`config.mk`:
```
export PLATFORM = sky130hd
export DESIGN_NAME = pipe_adder_flat
export DESIGN_NICKNAME = d
export VERILOG_FILES = /design/src/rtl/pipe_adder_pkg.sv /design/src/rtl/pipe_adder_if.sv /design/src/rtl/pa_seg.sv /design/src/rtl/pipe_adder.sv /design/src/flat_wrapper.sv
export SDC_FILE = /design/constraint.sdc
export NUM_CORES = 1
export LEC_CHECK = 0
export CORE_ASPECT_RATIO = 0.6
export CORE_UTILIZATION = 56
export CTS_BUF_LIST = sky130_fd_sc_hd__clkbuf_8
export DETAILED_ROUTE_END_ITERATION = 6
export HOLD_SLACK_MARGIN = 0.06
export PLACE_DENSITY = 0.86
export RECOVER_POWER = 100
export SYNTH_ARGS = -nofsm -noshare
export SYNTH_HDL_FRONTEND = slang
export SYNTH_SLANG_ARGS = --single-unit
export TNS_END_PERCENT = 1
```
`constraint.sdc`:
```
create_clock -name clk -period 3.1 [get_ports clk]
set_input_delay 0.465 -clock clk [delete_from_list [all_inputs] [get_ports clk]]
set_output_delay 0.465 -clock clk [all_outputs]
set_load 0.02 [all_outputs]
```
`src/rtl/pipe_adder_pkg.sv`:
```
// pipe_adder_pkg
// Shared types and constants for the segmented pipelined adder.
//   mode_e        : operation select carried on the operand bus (ADD / SUB)
//   DEF_WIDTH     : default operand/result width
//   DEF_SEG_W     : default number of bits added per pipeline stage
//   stage_count() : number of pipeline stages for a width / segment pair
package pipe_adder_pkg;

  typedef enum logic {
    MODE_ADD = 1'b0,
    MODE_SUB = 1'b1
  } mode_e;

  localparam int DEF_WIDTH = 32;
  localparam int DEF_SEG_W = 8;

  function automatic int stage_count(input int width, input int seg_w);
    return width / seg_w;
  endfunction

endpackage

```
`src/rtl/pipe_adder_if.sv`:
```
// pipe_adder_if
// Operand/result handshake bundle for pipe_adder.
//   in_valid/in_ready      : operand transfer handshake
//   a, b, c_in, mode       : operands, carry/borrow-in, ADD/SUB select
//   out_valid/out_ready    : result transfer handshake
//   s, c_out, ovf          : result, carry-out (not-borrow on SUB), signed overflow
// Modports: master = operand producer / result consumer, slave = the adder.
interface pipe_adder_if
  import pipe_adder_pkg::*;
#(
  parameter int WIDTH = DEF_WIDTH
);

  logic             in_valid;
  logic             in_ready;
  logic [WIDTH-1:0] a;
  logic [WIDTH-1:0] b;
  logic             c_in;
  mode_e            mode;
  logic             out_valid;
  logic             out_ready;
  logic [WIDTH-1:0] s;
  logic             c_out;
  logic             ovf;

  modport master (
    output in_valid, a, b, c_in, mode, out_ready,
    input  in_ready, out_valid, s, c_out, ovf
  );

  modport slave (
    input  in_valid, a, b, c_in, mode, out_ready,
    output in_ready, out_valid, s, c_out, ovf
  );

endinterface

```
`src/rtl/pa_seg.sv`:
```
// pa_seg
// Combinational SEG_W-bit adder slice used by every pipeline stage.
//   a, b   : segment operands
//   c_in   : carry into the segment
//   sum    : segment sum
//   c_out  : carry out of the segment MSB
//   c_msb  : carry into the segment MSB (used for signed overflow on the top slice)
module pa_seg #(
  parameter int SEG_W = 8
) (
  input  logic [SEG_W-1:0] a,
  input  logic [SEG_W-1:0] b,
  input  logic             c_in,
  output logic [SEG_W-1:0] sum,
  output logic             c_out,
  output logic             c_msb
);

  logic [SEG_W:0] total;

  assign total = {1'b0, a} + {1'b0, b} + {{SEG_W{1'b0}}, c_in};
  assign sum   = total[SEG_W-1:0];
  assign c_out = total[SEG_W];
  // The MSB sum bit is a ^ b ^ carry_in, so the carry into the MSB falls out
  // without a second adder.
  assign c_msb = a[SEG_W-1] ^ b[SEG_W-1] ^ sum[SEG_W-1];

endmodule

```
`src/rtl/pipe_adder.sv`:
```
// pipe_adder
// Pipelined ADD/SUB that adds SEG_W bits per stage, STAGES = WIDTH/SEG_W.
// Latency is STAGES cycles, throughput one result per cycle, with a global
// stall (in_ready = !out_valid || out_ready).
//   clk  : clock, all state on the rising edge
//   rst  : synchronous active-high reset; drops every in-flight operation
//   bus  : pipe_adder_if.slave (operand handshake in, result handshake out)
// Optional build macro PIPE_ADDER_SAT_EN: clamp s to the signed min/max when
// ovf is set (c_out and ovf still report the raw flags). Without it s is the
// wrapped modulo-2^WIDTH result.
module pipe_adder
  import pipe_adder_pkg::*;
#(
  parameter int WIDTH = DEF_WIDTH,
  parameter int SEG_W = DEF_SEG_W
) (
  input logic         clk,
  input logic         rst,
  pipe_adder_if.slave bus
);

  localparam int STAGES = stage_count(WIDTH, SEG_W);
  localparam int LAST   = STAGES - 1;

  if (WIDTH % SEG_W != 0) begin : g_bad_width
    $error("pipe_adder: WIDTH must be an integer multiple of SEG_W");
  end

  logic              advance;
  logic [STAGES-1:0] valid_reg;    // valid_reg[k] qualifies the register feeding slice k+1 (last = output)
  logic [STAGES-1:0] stage_valid;  // stage_valid[k] qualifies the operands presented to slice k
  logic [WIDTH-1:0]  b_eff;
  logic              c_eff;

  // Whole pipeline moves together; it only stops when the output is held.
  assign advance      = !valid_reg[LAST] || bus.out_ready;
  assign bus.in_ready = advance;

  // SUB is a + ~b + ~c_in, so a single adder serves both modes.
  assign b_eff = (bus.mode == MODE_SUB) ? ~bus.b : bus.b;
  assign c_eff = (bus.mode == MODE_SUB) ? ~bus.c_in : bus.c_in;

  always_comb begin
    stage_valid    = '0;
    stage_valid[0] = bus.in_valid;
    for (int k = 1; k < STAGES; k++) begin
      stage_valid[k] = valid_reg[k-1];
    end
  end

  // Slice gi adds segment gi. Its operand view op_a/op_b holds segments
  // gi..STAGES-1 only: consumed low segments are dropped and the upper ones
  // ride along, which provides the skew that lines each segment up with its
  // registered carry. sum_out accumulates the finished low segments.
  for (genvar gi = 0; gi < STAGES; gi++) begin : g_stage
    localparam int OP_W = WIDTH - gi * SEG_W;

    logic [OP_W-1:0]         op_a;
    logic [OP_W-1:0]         op_b;
    logic                    op_c;
    logic [SEG_W-1:0]        seg_sum;
    logic                    seg_cout;
    logic                    seg_cmsb;
    logic [(gi+1)*SEG_W-1:0] sum_out;

    if (gi == 0) begin : g_head
      assign op_a    = bus.a;
      assign op_b    = b_eff;
      assign op_c    = c_eff;
      assign sum_out = seg_sum;
    end else begin : g_body
      logic [OP_W-1:0]       a_reg;
      logic [OP_W-1:0]       b_reg;
      logic                  carry_reg;
      logic [gi*SEG_W-1:0]   sum_reg;

      // Data only loads behind a valid entry; bubbles leave it untouched.
      always_ff @(posedge clk) begin
        if (advance && stage_valid[gi-1]) begin
          a_reg     <= g_stage[gi-1].op_a[OP_W+SEG_W-1:SEG_W];
          b_reg     <= g_stage[gi-1].op_b[OP_W+SEG_W-1:SEG_W];
          carry_reg <= g_stage[gi-1].seg_cout;
          sum_reg   <= g_stage[gi-1].sum_out;
        end
      end

      assign op_a    = a_reg;
      assign op_b    = b_reg;
      assign op_c    = carry_reg;
      assign sum_out = {seg_sum, sum_reg};
    end

    pa_seg #(
      .SEG_W (SEG_W)
    ) u_seg (
      .a     (op_a[SEG_W-1:0]),
      .b     (op_b[SEG_W-1:0]),
      .c_in  (op_c),
      .sum   (seg_sum),
      .c_out (seg_cout),
      .c_msb (seg_cmsb)
    );
  end

  logic [WIDTH-1:0] s_next;
  logic             ovf_next;
  logic [WIDTH-1:0] s_reg;
  logic             c_out_reg;
  logic             ovf_reg;

  assign ovf_next = g_stage[LAST].seg_cout ^ g_stage[LAST].seg_cmsb;

`ifdef PIPE_ADDER_SAT_EN
  // On overflow the true result has the sign of a (operand signs agree
  // after the SUB inversion), so a's MSB picks the clamp direction.
  always_comb begin
    s_next = g_stage[LAST].sum_out;
    if (ovf_next) begin
      s_next = g_stage[LAST].op_a[SEG_W-1] ? {1'b1, {(WIDTH-1){1'b0}}}
                                           : {1'b0, {(WIDTH-1){1'b1}}};
    end
  end
`else
  assign s_next = g_stage[LAST].sum_out;
`endif

  always_ff @(posedge clk) begin
    if (rst) begin
      valid_reg <= '0;
      s_reg     <= '0;
      c_out_reg <= 1'b0;
      ovf_reg   <= 1'b0;
    end else if (advance) begin
      valid_reg <= stage_valid;
      // Output fields only change with a real result, so they read 0 after
      // reset until the first new result arrives.
      if (stage_valid[LAST]) begin
        s_reg     <= s_next;
        c_out_reg <= g_stage[LAST].seg_cout;
        ovf_reg   <= ovf_next;
      end
    end
  end

  assign bus.out_valid = valid_reg[LAST];
  assign bus.s         = s_reg;
  assign bus.c_out     = c_out_reg;
  assign bus.ovf       = ovf_reg;

endmodule

```
`src/flat_wrapper.sv`:
```
// flat-port wrapper written by rule: the top's interface ports become plain ports
module pipe_adder_flat import pipe_adder_pkg::*;
#(
  parameter int WIDTH = DEF_WIDTH,
  parameter int SEG_W = DEF_SEG_W
)
  (clk, rst, bus_in_valid, bus_a, bus_b, bus_c_in, bus_mode, bus_out_ready, bus_in_ready, bus_out_valid, bus_s, bus_c_out, bus_ovf);
  pipe_adder_if #(.WIDTH(WIDTH)) bus_i ();
  input logic clk;
  input logic rst;
  input wire logic [$bits(bus_i.in_valid)-1:0] bus_in_valid;
  input wire logic [$bits(bus_i.a)-1:0] bus_a;
  input wire logic [$bits(bus_i.b)-1:0] bus_b;
  input wire logic [$bits(bus_i.c_in)-1:0] bus_c_in;
  input wire logic [$bits(bus_i.mode)-1:0] bus_mode;
  input wire logic [$bits(bus_i.out_ready)-1:0] bus_out_ready;
  output wire logic [$bits(bus_i.in_ready)-1:0] bus_in_ready;
  output wire logic [$bits(bus_i.out_valid)-1:0] bus_out_valid;
  output wire logic [$bits(bus_i.s)-1:0] bus_s;
  output wire logic [$bits(bus_i.c_out)-1:0] bus_c_out;
  output wire logic [$bits(bus_i.ovf)-1:0] bus_ovf;
  assign bus_i.in_valid = bus_in_valid;
  assign bus_i.a = bus_a;
  assign bus_i.b = bus_b;
  assign bus_i.c_in = bus_c_in;
  assign bus_i.mode = bus_mode;
  assign bus_i.out_ready = bus_out_ready;
  assign bus_in_ready = bus_i.in_ready;
  assign bus_out_valid = bus_i.out_valid;
  assign bus_s = bus_i.s;
  assign bus_c_out = bus_i.c_out;
  assign bus_ovf = bus_i.ovf;
  pipe_adder #(.WIDTH(WIDTH), .SEG_W(SEG_W)) u_core (.clk(clk), .rst(rst), .bus(bus_i));
endmodule
```
* After elaboration in Yosys (flattened, before gate mapping)
Cells that the tools add are included.
** Word-level totals
- Register bits :: 185
- Output and inout port bits :: 36
- Word-level logic and storage cells :: 37
- Bits of input ports :: 70
** Operators by class
- Multiplexer cells :: 2
- Add/subtract/negate cells :: 8
- Bitwise logic cells :: 5
- Reduce and logical (&&, ||, !) cells :: 6
** Operators by type and width (number)
- adder 8 x 8 -> 9 bit :: 4
- adder 9 x 1 -> 9 bit :: 4
- two-way mux 32 bit :: 1
- inverter 32 bit :: 1
- logical AND 1 bit :: 3
- XOR 1 bit :: 3
- AND reduction 2 bit :: 1
- zero test 1 bit :: 1
- logical OR 1 bit :: 1
- two-way mux 1 bit :: 1
- inverter 1 bit :: 1

* Logic depth before layout (Yosys ltp)
Gate-level depths: netlist of run 1.
- Depth in word-level cells :: 4
- Gate-level depth with buffers :: 11
- Depth with buffers taken out :: 9

* Modules after synthesis
From an unflattened synthesis of run 1, not the netlist that was laid out.
** Second synthesis, totals
- Cell total of the unflattened synthesis :: 531
- Area total of the unflattened synthesis :: 7636.1 um^2
** Modules (own cells, without submodules)
- pipe_adder :: times used 1, area an instance 6217.2 um^2, cells an instance 359
- pa_seg at u_core.g_stage[2].u_seg ... :: times used 2, area an instance 364.1 um^2, cells an instance 43
- pa_seg at u_core.g_stage[0].u_seg ... :: times used 2, area an instance 345.3 um^2, cells an instance 43

* Least setup slack after synthesis of run 1
No wires, ideal clock.
- Kind :: input port to flip-flop
- Start :: in bus_mode
- End :: reg u_core.g_stage[1].g_body.sum_reg[6] (data pin)
- Slack :: 0.353 ns
- Data required time :: 2.836 ns
- Cell stages on the path :: 11
- Data arrival time :: 2.483 ns
- Buffers on the path :: 2
- Setup time :: 0.264 ns
- Cells stage by stage :: clkbuf_1 -> buf_2 -> xor2_1 -> fa_1 -> inv_1 -> fa_1 -> nor2b_1 -> o21ai_0 -> a21boi_0 -> o31ai_1 -> a21boi_0
** Between the ends
- Cells in the longest elaborated chain, start to end :: 3
- Elaborated cells on any way between the ends :: 4
- Those cells by class :: 2 x add/sub; 2 x mux
** Ends and longest elaborated chain
- from (decl) :: line flat_wrapper.sv:15 : input wire logic [$bits(bus_i.mode)-1:0] bus_mode;
- two-way mux 32 bit :: line pipe_adder.sv:40 : assign b_eff = (bus.mode == MODE_SUB) ? ~bus.b : bus.b;
- adder 8 x 8 -> 9 bit :: line pa_seg.sv:21 : assign total = {1'b0, a} + {1'b0, b} + {{SEG_W{1'b0}}, c_in};
- adder 9 x 1 -> 9 bit * :: line pa_seg.sv:21
- named net u_core.g_stage[0].seg_sum[6] :: line pipe_adder.sv:61 : logic [SEG_W-1:0] seg_sum;
- to (signal assigned) :: line pipe_adder.sv:83 : sum_reg <= g_stage[gi-1].sum_out;
- to (decl) :: line pipe_adder.sv:75 : logic [gi*SEG_W-1:0] sum_reg;
Mark *: on every way through the listed nets, which the timed path passes. The rest lies on a longest branch.
A chain may end at the register's enable or synchronous reset.

* Final worst setup path of run 1
- Start :: in bus_out_ready
- End :: reg u_core.g_stage[2].g_body.a_reg[3], enable pin
** Between the ends
- Cells in the longest elaborated chain, start to end :: 2
** Ends and longest elaborated chain
- from (decl) :: line flat_wrapper.sv:16 : input wire logic [$bits(bus_i.out_ready)-1:0] bus_out_ready;
- logical OR 1 bit :: line pipe_adder.sv:36 : assign advance = !valid_reg[LAST] || bus.out_ready;
- logical AND 1 bit :: line pipe_adder.sv:79 : if (advance && stage_valid[gi-1]) begin
- to (signal assigned) :: line pipe_adder.sv:80 : a_reg <= g_stage[gi-1].op_a[OP_W+SEG_W-1:SEG_W];
- to (decl) :: line pipe_adder.sv:72 : logic [OP_W-1:0] a_reg;
No other way between the ends.

==> impl_metrics.json, run 1 <==
{
  "outcome": "complete, but fails checks",
  "violations": "capacitance limit, slew limit",
  "drc": 0,
  "cts_num_sinks": 185,
  "routedWlPerCell_um": 16.9,
  "fp-row-count": 31,
  "async_flop_share_pct": 0,
  "path_cells": "dlygate4sd3_1 > nand2b_1 > and2_0 > clkbuf_2",
  "fmax_mhz": 362,
  "p_per_area_mw_per_mm2": 564,
  "whs_ps": 415,
  "grt_pass1_vias": 4355,
  "post_cts_resized": 0,
  "grt_usage_pct": 21.1,
  "peakVddDrop_mv": 0.269,
  "leakage_uw": 0.00336,
  "syn-instance-count": 506,
  "cts_buffer_depth": 2,
  "crit_slowest_cell": "clkbuf_2",
  "clock_tree.root_cell": "clkbuf_8",
  "tns_ps": 0,
  "cp.arrival_ps": 2840,
  "r2r_cells": 8,
  "endpoint_kind": "register",
  "multi_input_area_mm2": 0.00200,
  "initial_core_util_pct": 59.2,
  "synth_top_area_share_pct": 60.1,
  "drtIter0Drc": 272,
  "crit_type": "input port to register",
  "dr.pass1.iters": 5,
  "hold_class": "register to register",
  "grt_start_max_net_pins": 58,
  "final_cell_mix": "147 x edfxtp_1, 71 x dlygate4sd3_1, 57 x nand2_1",
  "grt_antenna_before_repair": 0,
  "yosysWarnings": 0,
  "min_to": "u_core.g_stage[2].g_body.b_reg[0]",
  "chipHeight_um": 90.7,
  "rsz0062_at_grt": "false",
  "regArea_mm2": 0.00517,
  "cp.required_ps": 3170,
  "syn2layout_area_growth_pct": 22.1,
  "r2r-end": "u_core.bus.ovf",
  "die_w_um": 150,
  "post-dp-hpwl_um": 9440,
  "rrSetupSlack_ps": 440,
  "min_path_cells": 0,
  "netlist_top_cells_area": "edfxtp_1 60%, dfxtp_1 10%, ha_1 4.8%",
  "fp.dieArea_mm2": 0.0136,
  "fin_crit_sh_pct": 89.1,
  "seq_area_frac_synth_pct": 70.5,
  "syn_area_mm2": 0.00734,
  "cts_buffers": 17,
  "synthXorXnorAreaFrac_pct": 5.61,
  "cts.htree.levels": 4,
  "cp_max_fo": 41,
  "postCtsHoldBufs": 0,
  "synthMuxAreaShare_pct": 0.409,
  "hold_violations": 0,
  "fillers": 802,
  "totalWireLength_um": 13500,
  "grt_overflow": 0,
  "maxCapViolCount": 1,
  "final_common_cell": "edfxtp_1",
  "pin_count": 106,
  "worst_setup_path_start_kind": "input port",
  "worst_pin_slew_ps": 1530,
  "rr_startpoint": "u_core.g_stage[3].g_body.carry_reg",
  "power.total_uw": 5060,
  "syn_area_per_cell_um2": 14.5,
  "clkLatencyLatePin_ps": 450,
  "max_slew_margin_pct": -1.76,
  "path_clk_slew_ps": 90,
  "synth_nets": 612,
  "synth-main-ff-cell": "edfxtp_1",
  "portBuffers": 105,
  "synth_top_family_by_area": "compound AO/OA/AOI/OAI gates",
  "ant_nets": 0,
  "yosysTopAreaCell": "edfxtp_1",
  "cts_tree": "done",
  "synth_edf_count": 147,
  "synth_compound_area_share_pct": 7.92,
  "synth_simple_gate_area_share_pct": 6.68,
  "nets": 728,
  "slew_violations": 58,
  "synth_cell_types": 43,
  "post-cts-setup-buffers": 0,
  "grt_pass1_wl_um": 21200,
  "vias": 4288,
  "fin_crit_ps": 2760,
  "diodes": 0,
  "yosys.area_share.adder_pct": 6.95,
  "hp-start": "u_core.g_stage[1].g_body.b_reg[8]",
  "setup_viol": 0,
  "vias_per_cell": 5.36,
  "globalplace.congestion": 0.781,
  "placed_cells": 768,
  "ys_ff_latch": 185,
  "core_area_mm2": 0.0124,
  "drive_gt1_share_pct": 6.93,
  "skew_ps": 12.2,
  "max_stage_delay_ps": 880,
  "postLayoutCoreUtil_pct": 72.2,
  "stdcell_count": 800
}
-- cells by family (layout without fill, tap and decap cells) --
kind of cell	count (synthesis)	count (layout)
xor gates and xnor gates	47	47
and+or+nand+nor	110	110
DFF	185	185
adders and majority gates	36	36
buffers and inverters	36	165
muxes	3	3
AOI/OAI and AO/OA	89	89
-- routing by layer --
metal  part of all wire (%)  up-vias  GRT usage, %  wire length, um
met5                      0        -             0                0
met4                    1.1        0          6.90              145
met3                    6.5       18          5.10              882
met2                     48      163          35.0             6510
met1                     44     2059          27.2             5960
li1                       -     2048             -                -
-- cell usage after synthesis, types with 2 or more instances --
library cell	n
o31ai_1	2
o22a_1	2
a21oi_1	37
ha_1	28
buf_2	6
nand3b_1	4
o31a_1	2
a211oi_1	7
nor2_1	28
o21a_1	5
nand2_1	57
dfxtp_1	38
or2_2	2
o22ai_1	3
or3_1	3
nor2b_1	3
nor3_1	2
buf_1	2
o211ai_1	2
inv_1	19
a21o_1	6
fa_1	8
xor2_1	34
a21boi_0	4
o21ai_0	13
clkbuf_1	9
xnor2_1	13
mux2i_1	3
and2_1	4
edfxtp_1	147
-- metrics by stage --
step | setup WS [ps] | instance area, um^2
final | 337 | 8960
after floorplan | 353 | 7340
after global routing | 231 | 8960
after global placement | 295 | 8630
after CTS | 578 | 9040
after detailed placement | 136 | 8630
-- where the power goes --
part	internal [uW]	switching (uW)
logic	235	273
registers	2860	42.6
clock network	802	839
-- worst max-delay path, delay by kind of cell --
| family | cells | cell delay, ps |
|---|---|---|
| AND/OR/NAND/NOR | 2 | 940 |
| buffers and inverters | 2 | 1400 |
-- cell type report --
type	count	area share, %
repair buffers	114	12.3
flip-flops and latches	185	57.7
inverters	19	0.796
clock buffers	17	2.61
clock inverters	15	1.95
well taps	165	2.30
multi-input cells	285	22.3
-- worst max path at each step --
stage                                             startpoint  slack, ps  cells after the start                                   to
after floorplan                                     bus_mode        350                     11  u_core.g_stage[1].g_body.sum_reg[6]
after global placement                              bus_b[0]        300                     10  u_core.g_stage[1].g_body.sum_reg[6]
after CTS                 u_core.g_stage[1].g_body.carry_reg        580                      8   u_core.g_stage[2].g_body.carry_reg
final                                          bus_out_ready        340                      4    u_core.g_stage[2].g_body.a_reg[3]
after global routing                           bus_out_ready        230                      4    u_core.g_stage[2].g_body.b_reg[6]
after detailed placement                            bus_b[0]        140                     10  u_core.g_stage[1].g_body.sum_reg[6]
(Power assumes the default switching activity.)
==> inputs of run 2 (changes only) <==
- CORE_MARGIN: default -> 1.5
==> impl_metrics.json, run 2 (synthesis results as in run 1) <==
{
  "max_slew_margin_pct": 0.260,
  "peakVddDrop_mv": 0.319,
  "drive_gt1_share_pct": 7.09,
  "post-cts-setup-buffers": 0,
  "grt_start_max_net_pins": 58,
  "cts_num_sinks": 185,
  "totalWireLength_um": 12800,
  "cts_buffer_depth": 2,
  "drc": 0,
  "skew_ps": 9.51,
  "fillers": 884,
  "pin_count": 106,
  "cts_tree": "done",
  "routedWlPerCell_um": 15.8,
  "die_w_um": 151,
  "cts.htree.levels": 4,
  "diodes": 0,
  "cp.required_ps": 3150,
  "setup_viol": 0,
  "initial_core_util_pct": 57.3,
  "grt_usage_pct": 20.0,
  "worst_pin_slew_ps": 1500,
  "clock_tree.root_cell": "clkbuf_8",
  "rsz0062_at_grt": "false",
  "crit_type": "input port to register",
  "nets": 728,
  "drtIter0Drc": 209,
  "fp.dieArea_mm2": 0.0138,
  "postCtsHoldBufs": 0,
  "fp-row-count": 32,
  "fmax_mhz": 379,
  "clkLatencyLatePin_ps": 450,
  "tns_ps": 0,
  "core_area_mm2": 0.0128,
  "vias_per_cell": 5.23,
  "cp_max_fo": 57,
  "cp.arrival_ps": 2690,
  "post_cts_resized": 0,
  "grt_pass1_vias": 4294,
  "globalplace.congestion": 0.763,
  "hold_violations": 0,
  "post-dp-hpwl_um": 8910,
  "final_common_cell": "edfxtp_1",
  "vias": 4208,
  "maxCapViolCount": 1,
  "ant_nets": 0,
  "grt_overflow": 0,
  "slew_violations": 0,
  "leakage_uw": 0.00334,
  "grt_pass1_wl_um": 20800,
  "portBuffers": 105,
  "cts_buffers": 17,
  "syn2layout_area_growth_pct": 22.0,
  "endpoint_kind": "register",
  "final_cell_mix": "147 x edfxtp_1, 73 x dlygate4sd3_1, 57 x nand2_1",
  "fin_crit_sh_pct": 85.0,
  "violations": "capacitance limit",
  "path_clk_slew_ps": 90,
  "grt_antenna_before_repair": 0,
  "dr.pass1.iters": 4,
  "outcome": "complete, but fails checks",
  "postLayoutCoreUtil_pct": 69.9,
  "worst_setup_path_start_kind": "input port",
  "p_per_area_mw_per_mm2": 550,
  "hold_class": "register to register",
  "chipHeight_um": 91.7,
  "fin_crit_ps": 2640
}
-- run 2: cell type report --
type	instances	area (um^2)	share of cell area, %
inverter	19	71.3	0.796
multi-input combinational	285	2000	22.3
sequential	185	5170	57.8
clock inverter	13	120	1.34
clock buffer	19	262	2.92
timing repair buffer	114	1120	12.5
tap	170	213	2.38
-- run 2: path summary, 6_finish.rpt --
| kind | from | endpoint | slack, ps | cells after the start |
|---|---|---|---|---|
| worst max register to register | u_core.g_stage[3].g_body.carry_reg | u_core.bus.ovf | 490 | 8 |
| worst min register to register | u_core.g_stage[1].g_body.b_reg[13] | u_core.g_stage[2].g_body.b_reg[5] | 420 | 0 |
| worst min-delay path | u_core.g_stage[1].g_body.b_reg[13] | u_core.g_stage[2].g_body.b_reg[5] | 420 | 0 |
| worst max-delay path | bus_out_ready | u_core.g_stage[1].g_body.a_reg[13] | 460 | 4 |
-- run 2: worst max-delay path, cell delays in order --
cell	delay, ps
dlygate4sd3_1	530
nand2b_1	350
and2_2	220
clkbuf_2	1080
-- run 2: power breakdown --
group	switching, uW	internal, uW	leakage [uW]
registers	42.7	2860	0.00170
logic	266	238	0.00146
clock network	833	685	0.000183
-- run 2: per-layer routing --
layer	part of all wire, %	up-vias	global-route usage [%]
met5	0	-	0
met2	47	117	31.2
li1	-	2050	-
met1	46	2027	27.0
met3	5.6	14	6.62
met4	1.2	0	5.91
-- run 2: per-stage QoR --
stage	instance area (um^2)	instances	total power [uW]	setup WS, ps	hold WS (ps)
floorplan	7340	506	3260	353	400
global placement	8630	773	3450	296	401
detailed placement	8630	773	3490	111	405
CTS	9010	805	4980	601	413
global route	8950	805	5140	309	427
finish	8950	805	4930	465	415
